### src/rtl/chan_swap_pkg.sv
// Shared operation and state encodings for the A/B channel swap bank.
package chan_swap_pkg;

   typedef enum logic [2:0] {
      OP_LOAD_A  = 3'd0,
      OP_LOAD_B  = 3'd1,
      OP_COPY_AB = 3'd2,
      OP_COPY_BA = 3'd3,
      OP_SWAP    = 3'd4,
      OP_READ    = 3'd5
   } op_e;

   typedef enum logic [1:0] {
      ST_IDLE = 2'd0,
      ST_EXEC = 2'd1,
      ST_RESP = 2'd2
   } state_e;

   localparam int        OP_W        = 3;
   localparam int        CHAN_W      = 4;
   localparam logic [7:0] ERR_CNT_MAX = 8'hFF;

   // Codes 6 and 7 are reserved and rejected.
   function automatic logic op_legal(input logic [OP_W-1:0] op);
      return op <= 3'(OP_READ);
   endfunction

endpackage

### src/rtl/chan_swap_reg.sv
// One A/B register pair; at most one write enable is active per clock.
module chan_swap_reg #(
   parameter int               WIDTH     = 8,
   parameter logic [WIDTH-1:0] RESET_VAL = '0
) (
   input  logic             sysclk,
   input  logic             rst_n,
   input  logic             we_load_a,
   input  logic             we_load_b,
   input  logic             we_copy_ab,
   input  logic             we_copy_ba,
   input  logic             we_swap,
   input  logic [WIDTH-1:0] data,
   output logic [WIDTH-1:0] a,
   output logic [WIDTH-1:0] b
);

   logic [WIDTH-1:0] a_reg;
   logic [WIDTH-1:0] b_reg;

   always_ff @(posedge sysclk or negedge rst_n) begin
      if (!rst_n) begin
         a_reg <= RESET_VAL;
         b_reg <= RESET_VAL;
      end else if (we_load_a) begin
         a_reg <= data;
      end else if (we_load_b) begin
         b_reg <= data;
      end else if (we_copy_ab) begin
         b_reg <= a_reg;
      end else if (we_copy_ba) begin
         a_reg <= b_reg;
      end else if (we_swap) begin
         a_reg <= b_reg;
         b_reg <= a_reg;
      end
   end

   assign a = a_reg;
   assign b = b_reg;

endmodule

### src/rtl/chan_swap_bank.sv
// Bank of CHANNELS A/B register pairs driven by a one-command-at-a-time
// IDLE -> EXEC -> RESP handshake controller.
module chan_swap_bank
   import chan_swap_pkg::*;
#(
   parameter int               WIDTH     = 8,
   parameter int               CHANNELS  = 4,
   parameter logic [WIDTH-1:0] RESET_VAL = '0
) (
   input  logic             sysclk,
   input  logic             rst_n,
   input  logic             cmd_valid,
   output logic             cmd_ready,
   input  logic [2:0]       cmd_op,
   input  logic [3:0]       cmd_chan,
   input  logic [WIDTH-1:0] cmd_data,
   output logic             rsp_valid,
   input  logic             rsp_ready,
   output logic [WIDTH-1:0] rsp_a,
   output logic [WIDTH-1:0] rsp_b,
   output logic             rsp_err,
   output logic [7:0]       err_cnt
);

   localparam logic [CHAN_W:0] CHAN_LIM = (CHAN_W + 1)'(CHANNELS);

   state_e              state_reg;
   logic [OP_W-1:0]     op_reg;
   logic [CHAN_W-1:0]   chan_reg;
   logic [WIDTH-1:0]    data_reg;
   logic                rsp_valid_reg;
   logic [WIDTH-1:0]    rsp_a_reg;
   logic [WIDTH-1:0]    rsp_b_reg;
   logic                rsp_err_reg;
   logic [7:0]          err_cnt_reg;

   logic [WIDTH-1:0]    a_vec [CHANNELS];
   logic [WIDTH-1:0]    b_vec [CHANNELS];
   logic [WIDTH-1:0]    cur_a;
   logic [WIDTH-1:0]    cur_b;
   logic [WIDTH-1:0]    post_a;
   logic [WIDTH-1:0]    post_b;
   logic                cmd_bad;
   logic                exec_ok;

   assign cmd_bad = !op_legal(op_reg) || ({1'b0, chan_reg} >= CHAN_LIM);
   assign exec_ok = (state_reg == ST_EXEC) && !cmd_bad;

   // Out-of-range channels fall through to zero; they are rejected anyway.
   always_comb begin
      cur_a = '0;
      cur_b = '0;
      for (int i = 0; i < CHANNELS; i++) begin
         if (chan_reg == CHAN_W'(i)) begin
            cur_a = a_vec[i];
            cur_b = b_vec[i];
         end
      end
   end

   // Value the target pair will hold after the EXEC edge.
   always_comb begin
      post_a = cur_a;
      post_b = cur_b;
      case (op_reg)
         OP_LOAD_A:  post_a = data_reg;
         OP_LOAD_B:  post_b = data_reg;
         OP_COPY_AB: post_b = cur_a;
         OP_COPY_BA: post_a = cur_b;
         OP_SWAP: begin
            post_a = cur_b;
            post_b = cur_a;
         end
         default: ;
      endcase
   end

   generate
      for (genvar gi = 0; gi < CHANNELS; gi++) begin : g_chan
         logic hit;
         assign hit = exec_ok && (chan_reg == CHAN_W'(gi));

         chan_swap_reg #(
            .WIDTH     (WIDTH),
            .RESET_VAL (RESET_VAL)
         ) u_reg (
            .sysclk     (sysclk),
            .rst_n      (rst_n),
            .we_load_a  (hit && (op_reg == OP_LOAD_A)),
            .we_load_b  (hit && (op_reg == OP_LOAD_B)),
            .we_copy_ab (hit && (op_reg == OP_COPY_AB)),
            .we_copy_ba (hit && (op_reg == OP_COPY_BA)),
            .we_swap    (hit && (op_reg == OP_SWAP)),
            .data       (data_reg),
            .a          (a_vec[gi]),
            .b          (b_vec[gi])
         );
      end
   endgenerate

   always_ff @(posedge sysclk or negedge rst_n) begin
      if (!rst_n) begin
         state_reg     <= ST_IDLE;
         op_reg        <= '0;
         chan_reg      <= '0;
         data_reg      <= '0;
         rsp_valid_reg <= 1'b0;
         rsp_a_reg     <= '0;
         rsp_b_reg     <= '0;
         rsp_err_reg   <= 1'b0;
         err_cnt_reg   <= '0;
      end else begin
         case (state_reg)
            ST_IDLE: begin
               if (cmd_valid) begin
                  op_reg    <= cmd_op;
                  chan_reg  <= cmd_chan;
                  data_reg  <= cmd_data;
                  state_reg <= ST_EXEC;
               end
            end
            ST_EXEC: begin
               rsp_valid_reg <= 1'b1;
               rsp_err_reg   <= cmd_bad;
               rsp_a_reg     <= cmd_bad ? '0 : post_a;
               rsp_b_reg     <= cmd_bad ? '0 : post_b;
               if (cmd_bad && (err_cnt_reg != ERR_CNT_MAX)) begin
                  err_cnt_reg <= err_cnt_reg + 8'd1;
               end
               state_reg <= ST_RESP;
            end
            ST_RESP: begin
               if (rsp_ready) begin
                  rsp_valid_reg <= 1'b0;
                  rsp_err_reg   <= 1'b0;
                  rsp_a_reg     <= '0;
                  rsp_b_reg     <= '0;
                  state_reg     <= ST_IDLE;
               end
            end
            default: state_reg <= ST_IDLE;
         endcase
      end
   end

   assign cmd_ready = (state_reg == ST_IDLE);
   assign rsp_valid = rsp_valid_reg;
   assign rsp_a     = rsp_a_reg;
   assign rsp_b     = rsp_b_reg;
   assign rsp_err   = rsp_err_reg;
   assign err_cnt   = err_cnt_reg;

endmodule

### config.mk
export PLATFORM = sky130hd
export DESIGN_NAME = chan_swap_bank
export DESIGN_NICKNAME = d
export VERILOG_FILES = /design/src/rtl/chan_swap_pkg.sv /design/src/rtl/chan_swap_reg.sv /design/src/rtl/chan_swap_bank.sv
export SDC_FILE = /design/constraint.sdc
export NUM_CORES = 1
export LEC_CHECK = 0
export BUFFER_PORTS_ARGS = -buffer_cell sky130_fd_sc_hd__buf_2
export CAP_MARGIN = 20
export CORE_AREA = 2 2 105 148
export DETAILED_ROUTE_END_ITERATION = 12
export DIE_AREA = 0 0 107 150
export GPL_ROUTABILITY_DRIVEN = 0
export SYNTH_ARGS = -nofsm -noshare
export SYNTH_HDL_FRONTEND = slang
export SYNTH_SLANG_ARGS = --single-unit
### constraint.sdc
create_clock -name sysclk -period 5.4 [get_ports sysclk]
set_input_delay 1.08 -clock sysclk [delete_from_list [all_inputs] [get_ports sysclk]]
set_output_delay 1.08 -clock sysclk [all_outputs]
set_load 0.1 [all_outputs]
=== After elaboration in Yosys (flattened, before gate mapping) ===
Index checks and enable logic that the tools add are counted.
Widths: inputs -> output; s select.

* $add $sub $neg: 1
* Magnitude comparators: 2
* Eq/ne operators: 24
* Muxes and demuxes: 57
* Bitwise operators: 4
* Reduce and logical (&&, ||, !) cells: 55

{| class="wikitable"
|+ Operator list
! operator !! count
|-
| $mux 8 || 47
|-
| $pmux 8 s2 || 4
|-
| $logic_and 1x1->1 || 26
|-
| $reduce_and 3->1 || 8
|-
| $reduce_bool 3->1 || 8
|-
| $ne 2x1->1 const B || 8
|-
| $ne 3x1->1 const B || 4
|-
| $add 8x1->8 const B || 1
|-
| $eq 4x2->1 const B || 2
|-
| $ne 8x8->1 const B || 1
|-
| $reduce_and 2->1 || 4
|-
| $eq 3x2->1 const B || 2
|-
| $pmux 2 s3 || 1
|-
| $eq 4x1->1 const B || 1
|-
| $ge 4x3->1 const B || 1
|-
| $logic_not 4->1 || 1
|-
| $mux 2 || 2
|-
| $ne 2x2->1 const B || 2
|-
| $not 1->1 || 4
|-
| $pmux 1 s2 || 2
|-
| $reduce_or 2->1 || 2
|-
| $eq 3x1->1 const B || 1
|-
| $eq 3x3->1 const B || 1
|-
| $le 3x3->1 const B || 1
|-
| other kinds (8) || 9
|}

* Register bits: 107
* Input port bits: 19
* Output and inout bits: 27
* Logic and storage cells: 160

=== Logic depth before layout (Yosys ltp) ===
* Depth after elaboration: 12
* Mapped depth: 7
* Depth with buffers taken out: 5

=== Hierarchy ===
Synthesis repeated with hierarchy kept, for this count alone.

* Cells, all modules: 528
* Area, all modules: 6246.0 um^2

{| class="wikitable"
|+ By module, submodules not included
! module !! times used !! cells each !! area each (um^2) !! seq. area each (um^2)
|-
| chan_swap_reg || 4 || 55 || 829.5 || 400.4
|-
| chan_swap_bank || 1 || 308 || 2927.8 || 1076.0
|}

=== Least setup slack after synthesis ===
No wires, ideal clock.

* Kind: flip-flop to flip-flop
* From: reg state_reg[0]
* To: reg chan_reg[0]
* Library setup time: 0.125 ns
* Data arrival time: 2.812 ns
* Required time: 5.275 ns
* Path slack: 2.464 ns
* Cell stages (with the launch flop): 6
* Buffers on the path: 2
* Clock period less this slack: 2.936 ns
* Path through: dfrtp_1 nor2_1 and2_1 clkbuf_1 buf_2 mux2_2

* Longest elaborated chain between the ends: 2

{| class="wikitable"
|+ Ends and longest elaborated chain
! element !! RTL line !! source
|-
| start, declared || chan_swap_bank.sv:27 || <nowiki>state_e state_reg;</nowiki>
|-
| start signal, assigned || chan_swap_bank.sv:103 || <nowiki>state_reg <= ST_IDLE;</nowiki>
|-
| start signal, assigned || chan_swap_bank.sv:119 || <nowiki>state_reg <= ST_EXEC;</nowiki>
|-
| start signal, assigned || chan_swap_bank.sv:130 || <nowiki>state_reg <= ST_RESP;</nowiki>
|-
| $logic_not 2->1 || n/a ||
|-
| net cmd_ready || chan_swap_bank.sv:13 || <nowiki>output logic cmd_ready,</nowiki>
|-
| $reduce_and 2->1 (no source line) || n/a ||
|-
| end signal, assigned || chan_swap_bank.sv:117 || <nowiki>chan_reg <= cmd_chan;</nowiki>
|-
| end, declared || chan_swap_bank.sv:29 || <nowiki>logic [CHAN_W-1:0] chan_reg;</nowiki>
|}

The timed path passes the listed nets, and every way through them passes these cells.
A chain may end at the register's enable or synchronous reset.

=== Worst setup path after layout ===
* From: reg op_reg[2]
* To: reg g_chan[0].u_reg.b_reg[2]

* Longest elaborated chain between the ends: 9
* Elaborated cells on any way between the ends: 22
* Those cells by class: order compare: 1; eq/ne: 5; mux: 2; bitwise: 1; reduce/logical: 13

{| class="wikitable"
|+ Ends and longest elaborated chain
! element !! RTL line !! source
|-
| start, declared || chan_swap_bank.sv:28 || <nowiki>logic [OP_W-1:0] op_reg;</nowiki>
|-
| start signal, assigned || chan_swap_bank.sv:116 || <nowiki>op_reg <= cmd_op;</nowiki>
|-
| $le 3x3->1 || chan_swap_pkg.sv:25 || <nowiki>return op <= 3'(OP_READ);</nowiki>
|-
| $logic_not 1->1 || chan_swap_bank.sv:46 || <nowiki>assign cmd_bad = !op_legal(op_reg) || ({1'b0, chan_reg} >= CHAN_LIM);</nowiki>
|-
| $logic_or 1x1->1 || chan_swap_bank.sv:46 ||
|-
| $logic_not 1->1 || chan_swap_bank.sv:47 || <nowiki>assign exec_ok = (state_reg == ST_EXEC) && !cmd_bad;</nowiki>
|-
| $logic_and 1x1->1 || chan_swap_bank.sv:47 ||
|-
| $logic_and 1x1->1 || chan_swap_bank.sv:81 || <nowiki>assign hit = exec_ok && (chan_reg == CHAN_W'(gi));</nowiki>
|-
| $logic_and 1x1->1, on equally long branches || n/a ||
|-
| $ne 3x1->1 (no source line), or another cell as far along || n/a ||
|-
| $reduce_and 3->1 (no source line) / $mux 8 (equally long branches) || n/a ||
|-
| end signal, assigned || chan_swap_reg.sv:28 || <nowiki>b_reg <= data;</nowiki>
|-
| end signal, assigned || chan_swap_reg.sv:30 || <nowiki>b_reg <= a_reg;</nowiki>
|-
| end signal, assigned || chan_swap_reg.sv:35 || <nowiki>b_reg <= a_reg;</nowiki>
|-
| end, declared || chan_swap_reg.sv:19 || <nowiki>logic [WIDTH-1:0] b_reg;</nowiki>
|}

Parallel ways exist; a longest one is shown, timed or not.

==> impl_metrics.toml <==
[timing]
worst_slack_ns = 2.34
finalSetupViolCount = 0
fin_crit_sh = 0.566
finClkSkew_ns = 0.00702
max_freq_mhz = 327
final_max_slew_viol_count = 0
relSlewSlack = 0.398
tns_ns = 0
post-route-min-period_ns = 3.06
rsz0062_at_grt = "false"
hold_viol_final = 0
worstMarginPinSlew_ns = 0.903

[clocking]
cts_tree = "yes"
cts_max_path_buffers = 2
cts.sinks = 107
cts_resized = 0
post_cts_buffers = 0
cts_max_level = 3
clkTransAtPathRegs_ns = 0.07
clock_latency_ns = 0.35
cts_hold_buf = 0
cts_made_buffers = 9
root_buffer = "clkbuf_16"

[pwr]
power_density_nw_per_um2 = 566
leakage_nw = 2.82
max-vdd-ir-drop_v = 0.000424

[route]
drtIter0Drc = 427
drtPass1Iterations = 5
avgViaCountPerCell = 5.81
drc = 0
antenna_left = 0
vias = 4633
wirelength_um = 15300
wl_per_cell_um = 19.2

[setup_path]
reg2reg_depth = 4
path_max_fanout = 29
crit_type = "register to register"
endpoint = "g_chan[0].u_reg.b[2]"
path_depth = 4
worst_setup_path_end_kind = "register"
cp.required_ns = 5.63
cp_slowest_cell = "dfrtp_1"
critPathTopFamily = "simple AND/OR/NAND/NOR gates"
cp_data_arrival_time_ns = 3.29
r2r-end = "g_chan[0].u_reg.b[2]"
crit_buf_inv = 0
start_kind = "register"
cpPeakStageDelay_ns = 0.72
r2r_slack_ns = 2.34
r2r-start = "op_reg[2]"
crit_chain = "a211oi_2 -> and2_1 -> and3_1 -> mux2_1"
crit_start = "op_reg[2]"

[job]
maxCapViolCount = 0

[synth]
synth_fp_nets = 593
syn_inst = 573
synth.area.top_cells = "dfrtp_1, mux2i_1, a21oi_1"
synth_edf_count = 0
synth_top_area_share = 0.465
ys_seq_elements = 107
synth_area_um2 = 5760
async_flop_share = 1.00
avgSynthCellArea_um2 = 10.1
synth_area_leader_cell = "dfrtp_1"
yosys_warnings = 0
ys_seq_area_frac = 0.465
ys.flop_type = "dfrtp_1"
ys_types = 50

[min_path]
hold_path_class = "register to register"

[finish]
final_area_um2 = 6420
fillers = 1385
nNetsFinal = 620
area_growth_pct = 11.4
drive_gt1_frac = 0.165
n_antenna_cell = 0
layout.cells.non_filler = 797

[die]
initial_core_util = 0.390
die_h_um = 150
core_area_um2 = 14800
io-pin-count = 46
num_rows = 53
die_area_um2 = 16100
die_x_um = 107

[grt]
grtUsageTotal = 0.197
grt_pass1_vias = 4546
grt_antenna_before_repair = 0
grt_remaining_overflow = 0
grt_pass1_wl_um = 24300
grt_max_degree = 84

[placement]
hpwl_um = 10800
io_buffers = 45
post_dp_cell_area_um2 = 6070
place_ws_ns = 2.39
dp.cells = 780

[status]
run_status = "finished clean"
-- Yosys cell counts (3+ instances only) --
library cell / number
dfrtp_1: 107
a21oi_1: 75
mux2i_1: 52
o21ai_0: 39
nand2_1: 36
inv_1: 34
o22ai_1: 21
and2_1: 19
clkbuf_1: 16
a211oi_1: 15
mux2_2: 15
nor2_1: 15
o221ai_1: 14
nor2b_1: 12
buf_2: 10
nand2b_1: 9
o31ai_1: 8
xnor2_1: 8
mux2_4: 5
o2111ai_1: 5
o21ai_1: 5
and3_1: 4
buf_4: 4
buf_6: 4
mux2_1: 3
nand3_1: 3
nand4_1: 3
nand4_4: 3
-- placed cells by master (no fill, tap or decap), types with 2 or more instances in the layout --
master,n
mux2i_1,52
nand4_4,3
o211ai_1,2
a21oi_1,75
or3_1,2
mux2_2,15
nor4b_1,2
dfrtp_1,106
nor3_1,2
o221ai_1,14
or3b_1,2
xnor2_1,8
clkinv_2,3
clkinv_4,2
nand2_1,36
o2111ai_1,5
clkbuf_16,9
nor2_1,15
a31oi_1,2
o31ai_1,8
mux2_4,5
nand4_1,3
and2_1,19
nand2b_1,9
buf_4,7
a211oi_1,15
and3_1,4
o21ai_0,39
nor2b_1,12
nand3_1,3
mux2_1,3
buf_2,44
bufinv_16,2
inv_1,34
o22ai_1,21
mux4_2,2
o21ai_1,5
-- metrics by stage --
step	util	hold slack (ns)	power, mW
floorplan	-	0.466	2.57
global placement	0.411	0.458	2.88
detailed placement	0.411	0.460	2.92
CTS	0.432	0.476	3.63
global route	0.434	0.502	3.81
finish	0.434	0.468	3.63
-- layout make-up --
type	instances	area (µm²)	share of cell area
Clock inverter	7	92.6	0.0144
Inverter	34	128	0.0199
Timing Repair Buffer	52	300	0.0468
Multi-Input combinational cell	396	2750	0.429
Clock buffer	9	225	0.0351
Tap cell	192	240	0.0374
Sequential cell	107	2680	0.417
-- report_power, final --
part / switching [mW] / total, mW / internal (mW) / leakage (nW)
registers: 0.255 / 1.23 / 0.978 / 1.43
clock network: 0.296 / 0.701 / 0.406 / 0.159
logic: 1.22 / 1.70 / 0.472 / 1.23
total: 1.77 / 3.63 / 1.86 / 2.82
-- worst min path at each step --
stage | start | endpoint | slack, ns | depth (start not counted)
floorplan | g_chan[2].u_reg.a[0] | g_chan[2].u_reg.a[0] | 0.47 | 2
global placement | rsp_err | rsp_err | 0.46 | 1
detailed placement | rsp_b[1] | rsp_b[1] | 0.46 | 2
CTS | rsp_b[1] | rsp_b[1] | 0.48 | 2
global route | rsp_err | rsp_err | 0.50 | 1
finish | rsp_b[1] | rsp_b[1] | 0.47 | 2
-- cells by family after synthesis --
| family | after synthesis | synth area share |
|---|---|---|
| AO/OA/AOI/OAI | 192 | 0.201 |
| AND/OR/NAND/NOR | 118 | 0.117 |
| buffers and inverters | 70 | 0.0575 |
| XOR/XNOR | 8 | 0.0122 |
| multiplexers | 77 | 0.146 |
| flip-flops | 107 | 0.465 |
| adder cells (fa/ha/maj) | 1 | 0.00217 |
-- routing by layer --
metal,routed length [µm],track usage,up-vias
li1,-,-,2124
met1,6200,0.236,2315
met2,7870,0.344,168
met3,743,0.0279,26
met4,505,0.0929,0
met5,0,0,-
-- worst min-delay path, cell delays in order (launching register included) --
cell and delay, ns:
dfrtp_1 0.34, nand2_1 0.05, o31ai_1 0.05
(Power assumes the default switching activity.)
